[config.mk]
export PLATFORM = sky130hd
export DESIGN_NAME = ps2_scancode_decoder
export DESIGN_NICKNAME = d
export VERILOG_FILES = /design/src/rtl/ps2_kb_pkg.sv /design/src/rtl/ps2_scancode_decoder.sv
export SDC_FILE = /design/constraint.sdc
export NUM_CORES = 1
export LEC_CHECK = 0
export CORE_MARGIN = 2
export CORE_UTILIZATION = 40
export DETAILED_ROUTE_END_ITERATION = 8
export PLACE_DENSITY_LB_ADDON = 0.2
export SETUP_SLACK_MARGIN = 0.05
export SLEW_MARGIN = 20
export SYNTH_ARGS = -nofsm -noshare
export SYNTH_HDL_FRONTEND = slang
export SYNTH_SLANG_ARGS = --single-unit
export TNS_END_PERCENT = 1
[constraint.sdc]
create_clock -name clk -period 2.1 [get_ports clk]
set_clock_uncertainty 0.05 [all_clocks]
set_input_delay 0.63 -clock clk [delete_from_list [all_inputs] [get_ports clk]]
set_output_delay 0.63 -clock clk [all_outputs]
set_load 0.02 [all_outputs]
[src/rtl/ps2_kb_pkg.sv]
// Shared definitions for the PS/2 scan-code set 2 decoder: FSM states, special bytes
// and the table that maps the eight game keys onto key_state bits.
package ps2_kb_pkg;

   typedef enum logic [1:0] {
      S_IDLE,
      S_READ,
      S_DECODE
   } state_t;

   localparam logic [7:0] SC_E0     = 8'hE0;
   localparam logic [7:0] SC_F0     = 8'hF0;
   localparam logic [7:0] SC_E1     = 8'hE1;
   localparam logic [7:0] SC_ERR0   = 8'h00;
   localparam logic [7:0] SC_ERRF   = 8'hFF;
   localparam logic [7:0] SC_BAT    = 8'hAA;
   localparam logic [7:0] SC_ACK    = 8'hFA;
   localparam logic [7:0] SC_RESEND = 8'hFE;
   localparam logic [7:0] SC_ECHO   = 8'hEE;

   localparam logic [7:0] KEY_W     = 8'h1D;
   localparam logic [7:0] KEY_A     = 8'h1C;
   localparam logic [7:0] KEY_S     = 8'h1B;
   localparam logic [7:0] KEY_D     = 8'h23;
   localparam logic [7:0] KEY_SPACE = 8'h29;
   localparam logic [7:0] KEY_ENTER = 8'h5A;
   localparam logic [7:0] KEY_ESC   = 8'h76;
   localparam logic [7:0] KEY_P     = 8'h4D;

   // Remaining bytes of the Pause sequence after its leading E1.
   localparam logic [2:0] PAUSE_TAIL = 3'd7;

   // Returns {hit, idx}: hit=1 when code is one of the tracked game keys.
   function automatic logic [3:0] key_index(input logic [7:0] code);
      logic [3:0] r;
      case (code)
         KEY_W:     r = 4'b1_000;
         KEY_A:     r = 4'b1_001;
         KEY_S:     r = 4'b1_010;
         KEY_D:     r = 4'b1_011;
         KEY_SPACE: r = 4'b1_100;
         KEY_ENTER: r = 4'b1_101;
         KEY_ESC:   r = 4'b1_110;
         KEY_P:     r = 4'b1_111;
         default:   r = 4'b0_000;
      endcase
      return r;
   endfunction

   function automatic logic is_kbd_reply(input logic [7:0] code);
      return (code == SC_BAT) || (code == SC_ACK) ||
             (code == SC_RESEND) || (code == SC_ECHO);
   endfunction

endpackage

[src/rtl/ps2_scancode_decoder.sv]
// Pops bytes from the PS/2 receiver FIFO, strips E0/F0/E1 prefixes, emits one event per
// completed make/break sequence and tracks the held state of eight game keys.
module ps2_scancode_decoder
   import ps2_kb_pkg::*;
#(
   parameter int unsigned TIMEOUT_CYCLES = 2_000_000
) (
   input  logic       clk,
   input  logic       clrn,
   input  logic [7:0] kb_data,
   input  logic       kb_ready,
   input  logic       kb_overflow,
   output logic       kb_rdn,
   output logic       ev_valid,
   output logic [7:0] ev_code,
   output logic       ev_ext,
   output logic       ev_break,
   output logic       ev_repeat,
   output logic [7:0] key_state
);

   localparam int unsigned TMR_W = (TIMEOUT_CYCLES > 1) ? $clog2(TIMEOUT_CYCLES) : 1;
   localparam logic [TMR_W-1:0] TMR_LAST = TMR_W'(TIMEOUT_CYCLES - 1);

   state_t           state_q;
   logic             rdn_q;
   logic [7:0]       byte_q;
   logic             ext_q;
   logic             brk_q;
   logic [2:0]       skip_q;
   logic [TMR_W-1:0] timer_q;
   logic             ev_valid_q;
   logic [7:0]       ev_code_q;
   logic             ev_ext_q;
   logic             ev_brk_q;
   logic             ev_rep_q;
   logic [7:0]       keys_q;

   logic       key_hit;
   logic [2:0] key_idx;
   logic       tracked;
   logic       pending;

   always_comb begin
      {key_hit, key_idx} = key_index(byte_q);
      // Extended codes share byte values with game keys but are never tracked.
      tracked = key_hit && !ext_q;
      // A pending Pause tail also ages out, so a truncated sequence cannot swallow later keys.
      pending = ext_q || brk_q || (skip_q != 3'd0);
   end

   always_ff @(posedge clk) begin
      if (!clrn) begin
         state_q    <= S_IDLE;
         rdn_q      <= 1'b1;
         byte_q     <= 8'h00;
         ext_q      <= 1'b0;
         brk_q      <= 1'b0;
         skip_q     <= 3'd0;
         timer_q    <= '0;
         ev_valid_q <= 1'b0;
         ev_code_q  <= 8'h00;
         ev_ext_q   <= 1'b0;
         ev_brk_q   <= 1'b0;
         ev_rep_q   <= 1'b0;
         keys_q     <= 8'h00;
      end else begin
         ev_valid_q <= 1'b0;
         case (state_q)
            S_IDLE: begin
               if (kb_ready) begin
                  rdn_q   <= 1'b0;
                  state_q <= S_READ;
               end
            end
            S_READ: begin
               byte_q  <= kb_data;
               rdn_q   <= 1'b1;
               state_q <= S_DECODE;
            end
            S_DECODE: begin
               state_q <= S_IDLE;
               if (!kb_overflow) begin
                  if (skip_q != 3'd0) begin
                     skip_q <= skip_q - 3'd1;
                  end else if (byte_q == SC_E1) begin
                     skip_q <= PAUSE_TAIL;
                     ext_q  <= 1'b0;
                     brk_q  <= 1'b0;
                  end else if (byte_q == SC_ERR0 || byte_q == SC_ERRF) begin
                     ext_q <= 1'b0;
                     brk_q <= 1'b0;
                  end else if (is_kbd_reply(byte_q) && !ext_q && !brk_q) begin
                     ext_q <= 1'b0;
                  end else if (byte_q == SC_E0) begin
                     ext_q <= 1'b1;
                  end else if (byte_q == SC_F0) begin
                     brk_q <= 1'b1;
                  end else begin
                     ev_valid_q <= 1'b1;
                     ev_code_q  <= byte_q;
                     ev_ext_q   <= ext_q;
                     ev_brk_q   <= brk_q;
                     ev_rep_q   <= !brk_q && tracked && keys_q[key_idx];
                     if (tracked) keys_q[key_idx] <= !brk_q;
                     ext_q <= 1'b0;
                     brk_q <= 1'b0;
                  end
               end
            end
            default: state_q <= S_IDLE;
         endcase

         if (state_q == S_READ || !pending) begin
            timer_q <= '0;
         end else if (timer_q == TMR_LAST) begin
            timer_q <= '0;
            ext_q   <= 1'b0;
            brk_q   <= 1'b0;
            skip_q  <= 3'd0;
         end else begin
            timer_q <= timer_q + 1'b1;
         end

         if (kb_overflow) begin
            keys_q <= 8'h00;
            ext_q  <= 1'b0;
            brk_q  <= 1'b0;
            skip_q <= 3'd0;
         end
      end
   end

   assign kb_rdn    = rdn_q;
   assign ev_valid  = ev_valid_q;
   assign ev_code   = ev_code_q;
   assign ev_ext    = ev_ext_q;
   assign ev_break  = ev_brk_q;
   assign ev_repeat = ev_rep_q;
   assign key_state = keys_q;

endmodule

==> results of run 1 <==
-- final cells by class --
class                   instances  area [sq um]
clock inverters                 2          12.5
well taps                      77          96.3
inverters                       9          33.8
fillers                       587          2970
clock buffers                  13           169
repair buffers                 55           504
flip-flops and latches         57          1150
multi-input cells             227          1490
-- per-layer routing --
layer	vias up	wire, um	track usage [%]
met5	-	0	0
met4	0	134	9.09
met3	11	221	3.85
met2	44	2730	25.7
met1	1059	2950	22.9
li1	1191	-	-
-- flip-flops by register name, indices dropped and copies added, names as in the netlist --
register,cells
ev_code,8
brk_q,1
ev_ext,1
kb_rdn,1
ev_break,1
skip_q,3
byte_q,8
state_q,2
ev_valid,1
ext_q,1
timer_q,21
ev_repeat,1
key_state,8
-- cells by family after synthesis --
logic type / after synthesis / share of synthesized area, %
AOI/OAI and AO/OA: 40 / 11.0
xor gates and xnor gates: 18 / 5.84
adders and majority gates: 3 / 1.39
buffers and inverters: 26 / 4.22
DFF: 57 / 42.3
muxes: 14 / 5.19
and+or+nand+nor: 152 / 30.1
-- power breakdown --
group	leakage [nW]	switching [W]	total, W	internal [W]
clock	0.0915	0.000420	0.000937	0.000517
sequential	0.462	0.0000170	0.00111	0.00109
combinational	0.584	0.0000643	0.000133	0.0000682
-- per-stage QoR --
stage / hold WS [ns] / util [%] / cells
CTS: 0.419 / 52.7 / 439
finish: 0.404 / 53.7 / 440
global placement: 0.397 / 49.8 / 424
global route: 0.442 / 53.7 / 440
floorplan: 0.380 / - / 310
detailed placement: 0.405 / 49.8 / 424
-- placed cells by master, fill, tap and decap left out, types with 3 or more instances in the layout --
cell	instances
sky130_fd_sc_hd__clkdlybuf4s50_1	32
sky130_fd_sc_hd__mux2i_1	14
sky130_fd_sc_hd__a21boi_0	8
sky130_fd_sc_hd__a211oi_1	3
sky130_fd_sc_hd__dfxtp_2	4
sky130_fd_sc_hd__buf_4	20
sky130_fd_sc_hd__nand4_1	10
sky130_fd_sc_hd__inv_1	7
sky130_fd_sc_hd__clkbuf_8	12
sky130_fd_sc_hd__xor2_1	14
sky130_fd_sc_hd__nor2_1	40
sky130_fd_sc_hd__nand2b_1	6
sky130_fd_sc_hd__o211ai_1	3
sky130_fd_sc_hd__buf_6	3
sky130_fd_sc_hd__and3_1	3
sky130_fd_sc_hd__o22ai_1	4
sky130_fd_sc_hd__nand3_1	11
sky130_fd_sc_hd__o21ai_0	3
sky130_fd_sc_hd__nor4_1	7
sky130_fd_sc_hd__a21oi_1	3
sky130_fd_sc_hd__dfxtp_1	53
sky130_fd_sc_hd__and4_1	4
sky130_fd_sc_hd__xnor2_1	4
sky130_fd_sc_hd__nand2_1	29
sky130_fd_sc_hd__nor2b_1	19
sky130_fd_sc_hd__nor3_1	5
-- cell usage after synthesis, types with 4 or more instances --
cell	number	area [sq um]
sky130_fd_sc_hd__a21oi_1	4	20.0
sky130_fd_sc_hd__and4_1	4	35.0
sky130_fd_sc_hd__nand3_1	11	55.1
sky130_fd_sc_hd__mux2i_1	14	140
sky130_fd_sc_hd__nand4_1	10	62.6
sky130_fd_sc_hd__nor3_1	5	25.0
sky130_fd_sc_hd__o22ai_1	4	25.0
sky130_fd_sc_hd__nor2b_1	19	119
sky130_fd_sc_hd__clkbuf_1	6	22.5
sky130_fd_sc_hd__inv_1	9	33.8
sky130_fd_sc_hd__a21boi_0	8	60.1
sky130_fd_sc_hd__dfxtp_1	57	1140
sky130_fd_sc_hd__nor4_1	7	43.8
sky130_fd_sc_hd__nand2b_1	6	37.5
sky130_fd_sc_hd__xor2_1	14	123
sky130_fd_sc_hd__buf_2	10	50.1
sky130_fd_sc_hd__nor2_1	40	150
sky130_fd_sc_hd__xnor2_1	4	35.0
sky130_fd_sc_hd__nand2_1	29	109
-- worst paths after layout --
| check | to | slack (ns) | cells past startpoint |
|---|---|---|---|
| worst min register to register | skip_q[0] | 0.40 | 1 |
| worst max register to register | ev_code[0] | 0.12 | 10 |
| worst min-delay path | skip_q[0] | 0.40 | 1 |
| worst max-delay path | key_state[3] | 0.1 | 1 |
==> impl_results.html, run 1 <==
<table>
<tr><th>Metric</th><th>Value</th></tr>
<tr><th colspan="2">Status</th></tr>
<tr><td>Result of the run</td><td>finished, final reports clean</td></tr>
<tr><th colspan="2">Logic synthesis</th></tr>
<tr><td>Register bit count reported by yosys</td><td>57</td></tr>
<tr><td>Synthesized instance count</td><td>310</td></tr>
<tr><td>Sequential element share of the synthesized area</td><td>around 42%</td></tr>
<tr><td>Number of synthesis warnings</td><td>0</td></tr>
<tr><td>Synthesized area</td><td>2700 sq um</td></tr>
<tr><td>Number of enable-type register cells in the synthesized netlist</td><td>0</td></tr>
<tr><td>Count of unique library cells instantiated by Yosys</td><td>48</td></tr>
<tr><td>Share of async-settable or async-resettable flops after synthesis</td><td>0%</td></tr>
<tr><td>Synth Flop Type</td><td>sky130_fd_sc_hd__dfxtp_1</td></tr>
<tr><td>Net Count, Synth</td><td>325</td></tr>
<tr><td>Avg Inst Size Synth</td><td>8.71 sq um</td></tr>
<tr><th colspan="2">CTS</th></tr>
<tr><td>Clk Latency, worst-skew pair</td><td>0.33 ns</td></tr>
<tr><td>Number of clock sinks seen by CTS</td><td>57</td></tr>
<tr><td>CTS tree</td><td>built</td></tr>
<tr><td>Clk pin slew, worst setup/hold paths</td><td>0.07 ns</td></tr>
<tr><td># Post-CTS Setup Buffers</td><td>0</td></tr>
<tr><td>Post-CTS Hold Buffers</td><td>0</td></tr>
<tr><td>H-tree levels</td><td>3</td></tr>
<tr><td>Clock Tree Root</td><td>sky130_fd_sc_hd__clkbuf_8</td></tr>
<tr><td>Number of buffers added by the clock tree synthesis step</td><td>9</td></tr>
<tr><td>Clock Tree Buf Depth</td><td>2</td></tr>
<tr><td>Number of gates resized after CTS</td><td>0</td></tr>
<tr><th colspan="2">Power and ir drop</th></tr>
<tr><td>Total power per unit cell area</td><td>632 nW/um^2</td></tr>
<tr><td>Leakage power of the design</td><td>1.14 nW</td></tr>
<tr><td>Max rail drop VDD</td><td>277 uV</td></tr>
<tr><td>Total power</td><td>~0.0022 W</td></tr>
<tr><th colspan="2">Global route</th></tr>
<tr><td>First-pass GRT wire length</td><td>9980 um</td></tr>
<tr><td>Total grt overflow</td><td>0</td></tr>
<tr><td>Total routing resource utilization after global routing</td><td>17.2%</td></tr>
<tr><td>Via count of the first global-routing pass</td><td>around 2100</td></tr>
<tr><td>Maximum number of pins on one net before global-route repair</td><td>16</td></tr>
<tr><td>Initial antenna violation count</td><td>0</td></tr>
<tr><th colspan="2">Floorplanning</th></tr>
<tr><td>Area of the die</td><td>7420 sq um</td></tr>
<tr><td>Die width</td><td>86.1 um</td></tr>
<tr><td>Starting Density</td><td>42.0%</td></tr>
<tr><td>Floorplan row count</td><td>29</td></tr>
<tr><td>Number of top-level pins</td><td>33</td></tr>
<tr><td>Die span in y</td><td>around 86 um</td></tr>
<tr><td>Placeable Area</td><td>6420 sq um</td></tr>
<tr><th colspan="2">Final layout</th></tr>
<tr><td>Synthesis-to-layout area growth</td><td>27.8%</td></tr>
<tr><td>Final-stage net count</td><td>about 370</td></tr>
<tr><td>Post-route design area</td><td>3450 sq um</td></tr>
<tr><td>Proportion of layout cells with a drive suffix above 1</td><td>around 15%</td></tr>
<tr><td>Number of antenna repair diodes</td><td>0</td></tr>
<tr><th colspan="2">Placed design</th></tr>
<tr><td>Port-buffer cells</td><td>32</td></tr>
<tr><td>Post-DP Area</td><td>approximately 3200 sq um</td></tr>
<tr><td>Placer congestion estimate</td><td>0.849</td></tr>
<tr><td>Setup Slack @ Placement</td><td>approximately 0.060 ns</td></tr>
<tr><td>Detailed placement HPWL</td><td>4340 um</td></tr>
<tr><th colspan="2">Detailed routing</th></tr>
<tr><td>First-pass DRT Iterations</td><td>4</td></tr>
<tr><td>Via total after detailed routing</td><td>around 2300</td></tr>
<tr><td>DRC violation count after routing</td><td>0</td></tr>
<tr><td>Detailed-route vias per instance</td><td>about 5.2</td></tr>
<tr><td>Overall routed net length</td><td>6040 um</td></tr>
<tr><td>DRC marker count from the first detailed-route iteration</td><td>between 100 and 150</td></tr>
<tr><td>Routed wirelength normalized by instance count</td><td>13.7 um</td></tr>
<tr><td>Antenna violation net count after detailed routing</td><td>0</td></tr>
<tr><th colspan="2">Critical path</th></tr>
<tr><td>Critical path data arrival time</td><td>1.32 ns</td></tr>
<tr><td>Worst path top cell family by delay</td><td>buffers and inverters</td></tr>
<tr><td>Launch instance of the worst register-to-register path</td><td>skip_q[1]</td></tr>
<tr><td>Peak fanout along the critical path</td><td>3</td></tr>
<tr><td>Worst path bufs/invs</td><td>1</td></tr>
<tr><td>Critical path start-end classification</td><td>flip-flop to output port</td></tr>
<tr><td>Stage delay of the slowest cell on the critical path</td><td>0.62 ns</td></tr>
<tr><td>CP cell instances</td><td>clkdlybuf4s50_1</td></tr>
<tr><td>Launch point of the critical path</td><td>key_state[3]</td></tr>
<tr><td>Standard cell with the maximum stage delay on the critical path</td><td>sky130_fd_sc_hd__clkdlybuf4s50_1</td></tr>
<tr><td>Data required time at the worst endpoint</td><td>~1.4 ns</td></tr>
<tr><td>Type of destination of the critical path</td><td>output port</td></tr>
<tr><td>Startpoint type of the worst setup path</td><td>flip-flop</td></tr>
<tr><th colspan="2">Timing</th></tr>
<tr><td>Shortest period the worst path allows</td><td>2.00 ns</td></tr>
<tr><td>Fraction of the cycle the final worst path needs</td><td>a little over nine tenths</td></tr>
<tr><td>RSZ-0062 raised after global routing</td><td>yes</td></tr>
<tr><td>Final Hold Fails</td><td>0</td></tr>
<tr><td>Total setup violations reported at the end of the flow</td><td>0</td></tr>
<tr><td>Transition time at the pin with the least slew margin</td><td>0.602 ns</td></tr>
<tr><td>Number of pins exceeding their max-slew limit in the final report</td><td>0</td></tr>
<tr><td>Fmax achieved</td><td>499 MHz</td></tr>
<tr><td>Max-slew headroom</td><td>about three fifths</td></tr>
<tr><td>Setup TNS Final</td><td>0 ns</td></tr>
<tr><td>Setup ws final</td><td>0.0974 ns</td></tr>
<tr><th colspan="2">Min path</th></tr>
<tr><td>Worst min path class</td><td>flip-flop to flip-flop</td></tr>
<tr><td>Worst hold path startpoint</td><td>skip_q[0]</td></tr>
<tr><th colspan="2">Run</th></tr>
<tr><td>Max capacitance violation total</td><td>0</td></tr>
</table>
No activity file was read; power rests on OpenSTA's default activity.
==> run 2: changes to the inputs <==
--- a/config.mk
+++ b/config.mk
@@ -5,6 +5,7 @@
 export SDC_FILE = /design/constraint.sdc
 export NUM_CORES = 1
 export LEC_CHECK = 0
+export CAP_MARGIN = 20
 export CORE_MARGIN = 2
 export CORE_UTILIZATION = 40
 export DETAILED_ROUTE_END_ITERATION = 8
==> constraint.sdc (replaced) <==
create_clock -name clk -period 2.55 [get_ports clk]
set_clock_uncertainty 0.05 [all_clocks]
set_input_delay 0.765 -clock clk [delete_from_list [all_inputs] [get_ports clk]]
set_output_delay 0.765 -clock clk [all_outputs]
set_load 0.02 [all_outputs]
==> run 2 against run 1 <==
Compared with the run above: global-route usage decreased by 0.52 points; combinational power decreased by 35%; routed wire length fell by 6.4%; cell count shrank 3.9%; utilization shrank 3.3 points; non-clock buffer count is 18 lower; worst setup slack better by 0.26 ns; via count down 2.3%; flip-flop and latch count stayed put.
==> impl_results.html, run 2 (same netlist as run 1, synthesis figures left out) <==
<table>
<tr><th>Metric</th><th>Value</th></tr>
<tr><th colspan="2">Status</th></tr>
<tr><td>Result of the run</td><td>finished, final reports clean</td></tr>
<tr><th colspan="2">CTS</th></tr>
<tr><td>Clk pin slew, worst setup/hold paths</td><td>0.07 ns (about the same)</td></tr>
<tr><td>Number of clock sinks seen by CTS</td><td>57 (unchanged)</td></tr>
<tr><td>Post-CTS Hold Buffers</td><td>0 (unchanged)</td></tr>
<tr><td># Post-CTS Setup Buffers</td><td>0 (unchanged)</td></tr>
<tr><td>H-tree levels</td><td>3 (unchanged)</td></tr>
<tr><td>Clk Latency, worst-skew pair</td><td>0.34 ns (about the same)</td></tr>
<tr><td>CTS tree</td><td>built</td></tr>
<tr><td>Number of gates resized after CTS</td><td>0 (unchanged)</td></tr>
<tr><td>Clock Tree Root</td><td>sky130_fd_sc_hd__clkbuf_8</td></tr>
<tr><td>Clock Tree Buf Depth</td><td>2 (unchanged)</td></tr>
<tr><td>Number of buffers added by the clock tree synthesis step</td><td>9 (unchanged)</td></tr>
<tr><th colspan="2">Final layout</th></tr>
<tr><td>Count of filler cells inserted in the layout</td><td>630 (+7.3%)</td></tr>
<tr><td>Largest register by flop count</td><td>timer_q</td></tr>
<tr><td>Multi-input logic area</td><td>1440 sq um (-2.9%)</td></tr>
<tr><td>Final-stage net count</td><td>356 (-4.8%)</td></tr>
<tr><td>Fin cells</td><td>423 (-3.9%)</td></tr>
<tr><td>Proportion of layout cells with a drive suffix above 1</td><td>7.80% (-7.1 points)</td></tr>
<tr><td>Register area</td><td>1140 sq um (-0.44%)</td></tr>
<tr><td>Number of antenna repair diodes</td><td>0 (unchanged)</td></tr>
<tr><td>Post-route design area</td><td>3240 sq um (-6.2%)</td></tr>
<tr><td>Number of flip-flops in the largest register</td><td>21 (unchanged)</td></tr>
<tr><td>Most used cells in the layout excluding fill and tap cells</td><td>sky130_fd_sc_hd__dfxtp_1 (57), sky130_fd_sc_hd__nor2_1 (40), sky130_fd_sc_hd__clkdlybuf4s50_1 (32)</td></tr>
<tr><td>Synthesis-to-layout area growth</td><td>19.9%</td></tr>
<tr><td>Most frequent standard cell in the layout excluding fill and tap cells</td><td>sky130_fd_sc_hd__dfxtp_1</td></tr>
<tr><th colspan="2">Placed design</th></tr>
<tr><td>Post-DP Area</td><td>3070 sq um (-4.0%)</td></tr>
<tr><td>Placer congestion estimate</td><td>0.766 (-9.9%)</td></tr>
<tr><td>Port-buffer cells</td><td>32 (unchanged)</td></tr>
<tr><td>Detailed placement HPWL</td><td>4050 um (-6.8%)</td></tr>
<tr><td>Setup Slack @ Placement</td><td>0.231 ns (+0.171 ns)</td></tr>
<tr><td>Number of placed cells counting well taps</td><td>407 (-4.0%)</td></tr>
<tr><th colspan="2">Global route</th></tr>
<tr><td>Via count of the first global-routing pass</td><td>2146 (+0.047%)</td></tr>
<tr><td>First-pass GRT wire length</td><td>9700 um (-2.8%)</td></tr>
<tr><td>Total grt overflow</td><td>0 (unchanged)</td></tr>
<tr><td>Maximum number of pins on one net before global-route repair</td><td>25 (+9)</td></tr>
<tr><td>Initial antenna violation count</td><td>0 (unchanged)</td></tr>
<tr><td>Total routing resource utilization after global routing</td><td>16.6% (-0.52 points)</td></tr>
<tr><th colspan="2">Critical path</th></tr>
<tr><td>Critical path data arrival time</td><td>2.37 ns (+1.05 ns)</td></tr>
<tr><td>Type of destination of the critical path</td><td>flip-flop</td></tr>
<tr><td>Startpoint type of the worst setup path</td><td>flip-flop</td></tr>
<tr><td>Peak fanout along the critical path</td><td>10 (+7)</td></tr>
<tr><td>Critical path start-end classification</td><td>flip-flop to flip-flop</td></tr>
<tr><td>Data required time at the worst endpoint</td><td>2.73 ns (+1.31 ns)</td></tr>
<tr><th colspan="2">Detailed routing</th></tr>
<tr><td>Antenna violation net count after detailed routing</td><td>0 (unchanged)</td></tr>
<tr><td>Overall routed net length</td><td>5660 um (-6.4%)</td></tr>
<tr><td>DRC violation count after routing</td><td>0 (unchanged)</td></tr>
<tr><td>Via total after detailed routing</td><td>2252 (-2.3%)</td></tr>
<tr><td>Detailed-route vias per instance</td><td>5.32 (+1.6%)</td></tr>
<tr><td>Routed wirelength normalized by instance count</td><td>13.4 um (-2.6%)</td></tr>
<tr><td>DRC marker count from the first detailed-route iteration</td><td>178 (+19%)</td></tr>
<tr><td>First-pass DRT Iterations</td><td>4 (unchanged)</td></tr>
<tr><th colspan="2">Timing</th></tr>
<tr><td>Transition time at the pin with the least slew margin</td><td>0.698 ns (+0.0956 ns)</td></tr>
<tr><td>Total setup violations reported at the end of the flow</td><td>0 (unchanged)</td></tr>
<tr><td>Number of pins exceeding their max-slew limit in the final report</td><td>0 (unchanged)</td></tr>
<tr><td>Fmax achieved</td><td>456 MHz</td></tr>
<tr><td>Max-slew headroom</td><td>53.4% (-6.4 points)</td></tr>
<tr><td>Shortest period the worst path allows</td><td>roughly 2.2 ns</td></tr>
<tr><td>Final Hold Fails</td><td>0 (unchanged)</td></tr>
<tr><td>Setup ws final</td><td>0.357 ns (+0.260 ns)</td></tr>
<tr><td>Fraction of the cycle the final worst path needs</td><td>86.0%</td></tr>
<tr><td>Setup TNS Final</td><td>0 ns (unchanged)</td></tr>
<tr><td>RSZ-0062 raised after global routing</td><td>no</td></tr>
<tr><th colspan="2">Floorplanning</th></tr>
<tr><td>Placeable Area</td><td>6420 sq um (unchanged)</td></tr>
<tr><td>Die span in y</td><td>86.1 um (unchanged)</td></tr>
<tr><td>Floorplan row count</td><td>29 (unchanged)</td></tr>
<tr><td>Number of top-level pins</td><td>33 (unchanged)</td></tr>
<tr><td>Die width</td><td>86.1 um (unchanged)</td></tr>
<tr><td>Starting Density</td><td>42.0% (unchanged)</td></tr>
<tr><td>Area of the die</td><td>7420 sq um (unchanged)</td></tr>
<tr><th colspan="2">Min path</th></tr>
<tr><td>Worst min path class</td><td>flip-flop to flip-flop</td></tr>
<tr><th colspan="2">Power and ir drop</th></tr>
<tr><td>Leakage power of the design</td><td>1.03 nW (-9.7%)</td></tr>
<tr><td>Max rail drop VDD</td><td>328 uV (+19%)</td></tr>
<tr><td>Total power per unit cell area</td><td>529 nW/um^2 (-16%)</td></tr>
<tr><th colspan="2">Run</th></tr>
<tr><td>Max capacitance violation total</td><td>0 (unchanged)</td></tr>
</table>
## run 2: changes by cell type in the layout (fill, tap and decap cells not counted), sizes merged
cell	previous run	this run
buf	23	5
clkbuf	13	10
clkinv	1	4
clkinvlp	1	2
## run 2: final cells by class
cell class / instances / area share [%]
Clock buffer: 10 / 3.94
Clock inverter: 6 / 1.08
Inverter: 9 / 1.04
Multi-Input combinational cell: 227 / 44.6
Sequential cell: 57 / 35.3
Tap cell: 77 / 2.98
Timing Repair Buffer: 37 / 11.1
## run 2: per-stage QoR
step	util [%]	hold slack (ns)	power [W]
after detailed placement	47.8	0.406	0.00103
after global placement	47.8	0.396	0.00102
after floorplan	-	0.380	0.000988
after CTS	50.4	0.422	0.00173
final	50.4	0.417	0.00171
after global routing	50.4	0.440	0.00178
## run 2: final timing paths
check,startpoint,end,slack [ns],cells after the start
min reg2reg,skip_q[0],skip_q[0],0.42,1
max reg2reg,skip_q[0],ev_code[7],0.36,9
max,skip_q[0],ev_code[7],0.36,9
min,skip_q[0],skip_q[0],0.42,1
## run 2: where the power goes
part	total, W	internal (W)	switching (W)	leakage [nW]
combinational	0.0000860	0.0000438	0.0000422	0.486
sequential	0.000919	0.000900	0.0000192	0.460
clock	0.000705	0.000344	0.000361	0.0818
total	0.00171	0.00129	0.000422	1.03
## run 2: routing by layer
metal | vias up | wire (um) | GRT usage [%]
met2 | 40 | 2670 | 27.1
li1 | 1152 | - | -
met3 | 7 | 212 | 5.97
met5 | - | 0 | 0
met1 | 1053 | 2700 | 20.3
met4 | 0 | 72 | 5.63
## run 2: worst max-delay path, cell delays in order, from the launching register on
cell and delay, ns:
sky130_fd_sc_hd__dfxtp_1 0.32, sky130_fd_sc_hd__inv_1 0.08, sky130_fd_sc_hd__ha_1 0.21, sky130_fd_sc_hd__nand4bb_1 0.16, sky130_fd_sc_hd__a21oi_1 0.18, sky130_fd_sc_hd__nand3_2 0.20
sky130_fd_sc_hd__nor3_2 0.32, sky130_fd_sc_hd__buf_4 0.28, sky130_fd_sc_hd__mux2i_1 0.22, sky130_fd_sc_hd__nor2b_1 0.07
==> run 3: changes to the inputs <==
--- a/config.mk
+++ b/config.mk
@@ -6,6 +6,7 @@
 export NUM_CORES = 1
 export LEC_CHECK = 0
 export CAP_MARGIN = 20
+export CORE_ASPECT_RATIO = 1.1
 export CORE_MARGIN = 2
 export CORE_UTILIZATION = 40
 export DETAILED_ROUTE_END_ITERATION = 8
==> run 3 against run 2 <==
Compared with the run above: die area is essentially flat; first-iteration DRC count shrank 36%; power is essentially flat; sequential power is essentially flat; design area grew 0.66%; via count is essentially flat; register-to-register slack is essentially flat; critical path depth shrank 1; worst setup slack gained 0.0017 ns; routed wire length shrank 0.57%; critical endpoint is now key_state[2]; highest routed layer unchanged.
==> impl_results.html, run 3 (same netlist as run 1, synthesis figures left out) <==
<table>
<tr><th>Metric</th><th>Value</th></tr>
<tr><th colspan="2">Status</th></tr>
<tr><td>Result of the run</td><td>finished, final reports clean</td></tr>
<tr><th colspan="2">CTS</th></tr>
<tr><td># Post-CTS Setup Buffers</td><td>0 (unchanged)</td></tr>
<tr><td>Post-CTS Hold Buffers</td><td>0 (unchanged)</td></tr>
<tr><td>Number of gates resized after CTS</td><td>0 (unchanged)</td></tr>
<tr><td>Number of clock sinks seen by CTS</td><td>57 (unchanged)</td></tr>
<tr><td>CTS tree</td><td>built</td></tr>
<tr><td>Number of buffers added by the clock tree synthesis step</td><td>9 (unchanged)</td></tr>
<tr><td>Clk Latency, worst-skew pair</td><td>0.33 ns (about the same)</td></tr>
<tr><td>Clock Tree Root</td><td>sky130_fd_sc_hd__clkbuf_8</td></tr>
<tr><td>Clk pin slew, worst setup/hold paths</td><td>0.06 ns (about the same)</td></tr>
<tr><td>Clock Tree Buf Depth</td><td>2 (unchanged)</td></tr>
<tr><td>H-tree levels</td><td>3 (unchanged)</td></tr>
<tr><th colspan="2">Global route</th></tr>
<tr><td>Total routing resource utilization after global routing</td><td>16.6% (-0.017 points)</td></tr>
<tr><td>Total grt overflow</td><td>0 (unchanged)</td></tr>
<tr><td>Initial antenna violation count</td><td>0 (unchanged)</td></tr>
<tr><td>Maximum number of pins on one net before global-route repair</td><td>25 (unchanged)</td></tr>
<tr><td>Via count of the first global-routing pass</td><td>2106 (-1.9%)</td></tr>
<tr><td>First-pass GRT wire length</td><td>9600 um (-1.0%)</td></tr>
<tr><th colspan="2">Placed design</th></tr>
<tr><td>Detailed placement HPWL</td><td>4120 um (+1.9%)</td></tr>
<tr><td>Placer congestion estimate</td><td>0.797 (+4.1%)</td></tr>
<tr><td>Number of placed cells counting well taps</td><td>414 (+1.7%)</td></tr>
<tr><td>Port-buffer cells</td><td>32 (unchanged)</td></tr>
<tr><th colspan="2">Critical path</th></tr>
<tr><td>Critical path data arrival time</td><td>2.35 ns (-0.02 ns)</td></tr>
<tr><td>Standard cell with the maximum stage delay on the critical path</td><td>sky130_fd_sc_hd__or3_1</td></tr>
<tr><td>Peak fanout along the critical path</td><td>9 (-1)</td></tr>
<tr><td>Startpoint type of the worst setup path</td><td>flip-flop</td></tr>
<tr><td>Stage delay of the slowest cell on the critical path</td><td>0.45 ns (+0.13 ns)</td></tr>
<tr><td>Critical path start-end classification</td><td>flip-flop to flip-flop</td></tr>
<tr><td>Type of destination of the critical path</td><td>flip-flop</td></tr>
<tr><td>CP cell instances</td><td>inv_1, ha_1, nand4bb_1, a21oi_1, nand3_2, or3_1, o311ai_1, o41ai_1</td></tr>
<tr><td>Data required time at the worst endpoint</td><td>2.71 ns (-0.02 ns)</td></tr>
<tr><th colspan="2">Timing</th></tr>
<tr><td>Shortest period the worst path allows</td><td>2.19 ns (-0.00167 ns)</td></tr>
<tr><td>Fmax achieved</td><td>456 MHz (about the same)</td></tr>
<tr><td>Setup TNS Final</td><td>0 ns (unchanged)</td></tr>
<tr><td>Total setup violations reported at the end of the flow</td><td>0 (unchanged)</td></tr>
<tr><td>Final Hold Fails</td><td>0 (unchanged)</td></tr>
<tr><td>Max-slew headroom</td><td>57.5% (+4.2 points)</td></tr>
<tr><td>Fraction of the cycle the final worst path needs</td><td>85.9% (about the same)</td></tr>
<tr><td>Transition time at the pin with the least slew margin</td><td>0.636 ns (-0.0623 ns)</td></tr>
<tr><td>RSZ-0062 raised after global routing</td><td>no</td></tr>
<tr><td>Number of pins exceeding their max-slew limit in the final report</td><td>0 (unchanged)</td></tr>
<tr><th colspan="2">Final layout</th></tr>
<tr><td>Proportion of layout cells with a drive suffix above 1</td><td>7.78% (-0.022 points)</td></tr>
<tr><td>Largest register by flop count</td><td>timer_q</td></tr>
<tr><td>Number of flip-flops in the largest register</td><td>21 (unchanged)</td></tr>
<tr><td>Synthesis-to-layout area growth</td><td>20.7%</td></tr>
<tr><td>Most used cells in the layout excluding fill and tap cells</td><td>sky130_fd_sc_hd__dfxtp_1 (57), sky130_fd_sc_hd__nor2_1 (40), sky130_fd_sc_hd__clkdlybuf4s50_1 (32)</td></tr>
<tr><td>Fin cells</td><td>429 (+1.4%)</td></tr>
<tr><td>Count of filler cells inserted in the layout</td><td>642 (+1.9%)</td></tr>
<tr><td>Final-stage net count</td><td>358 (+0.56%)</td></tr>
<tr><td>Number of antenna repair diodes</td><td>0 (unchanged)</td></tr>
<tr><td>Most frequent standard cell in the layout excluding fill and tap cells</td><td>sky130_fd_sc_hd__dfxtp_1</td></tr>
<tr><th colspan="2">Detailed routing</th></tr>
<tr><td>Antenna violation net count after detailed routing</td><td>0 (unchanged)</td></tr>
<tr><td>Detailed-route vias per instance</td><td>5.25 (-1.4%)</td></tr>
<tr><td>Routed wirelength normalized by instance count</td><td>13.1 um (-2.0%)</td></tr>
<tr><td>First-pass DRT Iterations</td><td>4 (unchanged)</td></tr>
<tr><td>Overall routed net length</td><td>5630 um (-0.57%)</td></tr>
<tr><td>Via total after detailed routing</td><td>2251 (-0.044%)</td></tr>
<tr><td>DRC violation count after routing</td><td>0 (unchanged)</td></tr>
<tr><td>DRC marker count from the first detailed-route iteration</td><td>114 (-36%)</td></tr>
<tr><th colspan="2">Min path</th></tr>
<tr><td>Worst min path class</td><td>flip-flop to flip-flop</td></tr>
<tr><th colspan="2">Floorplanning</th></tr>
<tr><td>Number of top-level pins</td><td>33 (unchanged)</td></tr>
<tr><td>Die span in y</td><td>90.2 um (+4.7%)</td></tr>
<tr><td>Starting Density</td><td>41.2% (-0.85 points)</td></tr>
<tr><td>Area of the die</td><td>7420 sq um (about the same)</td></tr>
<tr><td>Floorplan row count</td><td>31 (+6.9%)</td></tr>
<tr><td>Placeable Area</td><td>6560 sq um (+2.1%)</td></tr>
<tr><td>Die width</td><td>82.3 um (-4.4%)</td></tr>
<tr><th colspan="2">Run</th></tr>
<tr><td>Max capacitance violation total</td><td>0 (unchanged)</td></tr>
<tr><th colspan="2">Power and ir drop</th></tr>
<tr><td>Leakage power of the design</td><td>1.04 nW (+1.2%)</td></tr>
<tr><td>Total power per unit cell area</td><td>525 nW/um^2 (-0.65%)</td></tr>
<tr><td>Max rail drop VDD</td><td>286 uV (-13%)</td></tr>
</table>
## run 3: layout make-up
type                    instances  area (sq um)  share of cell area, %
clock buffers                  12           145                   4.46
well taps                      82           103                   3.15
multi-input cells             227          1440                   44.3
inverters                       9          33.8                   1.04
clock inverters                 3          17.5                  0.538
repair buffers                 39           373                   11.4
flip-flops and latches         57          1140                   35.0
## run 3: path summary, 6_finish.rpt
kind / from / end / slack, ns / depth (start not counted)
hold reg to reg: timer_q[0] / timer_q[0] / 0.42 / 1
hold / removal: timer_q[0] / timer_q[0] / 0.42 / 1
setup / recovery: skip_q[0] / key_state[2] / 0.36 / 8
setup reg to reg: skip_q[0] / key_state[2] / 0.36 / 8
## run 3: layer usage
metal  global-route usage, %  up-vias  part of all wire, %
met5                       0        -                    0
met2                    24.6       37                   44
li1                        -     1155                    -
met3                    3.82       15                  3.3
met1                    22.1     1044                   50
met4                    8.75        0                  2.8
## run 3: stage by stage
step / worst slack (ns) / cell area (sq um) / utilization [%] / total power (W) / hold WS [ns]
after floorplan: 0.588 / 2700 / - / 0.000988 / 0.380
after global placement: 0.331 / 3090 / 47.2 / 0.00102 / 0.394
after detailed placement: 0.304 / 3090 / 47.2 / 0.00102 / 0.408
after CTS: 0.346 / 3260 / 49.7 / 0.00173 / 0.418
after global routing: 0.135 / 3260 / 49.7 / 0.00179 / 0.444
final: 0.359 / 3260 / 49.7 / 0.00171 / 0.417
## run 3: report_power, final
group          switching, W  internal (W)  total [W]  leakage (nW)
clock network      0.000336      0.000370   0.000706        0.0822
registers         0.0000178      0.000900   0.000918         0.460
logic             0.0000429     0.0000437  0.0000865         0.498
## run 3: worst max-delay path, delay by kind of cell (launching register included)
family / cells / cell delay (ns)
buffers and inverters: 1 / 0.08
and+or+nand+nor: 3 / 0.79
DFF: 1 / 0.32
AOI/OAI and AO/OA: 3 / 0.60
adders and majority gates: 1 / 0.20
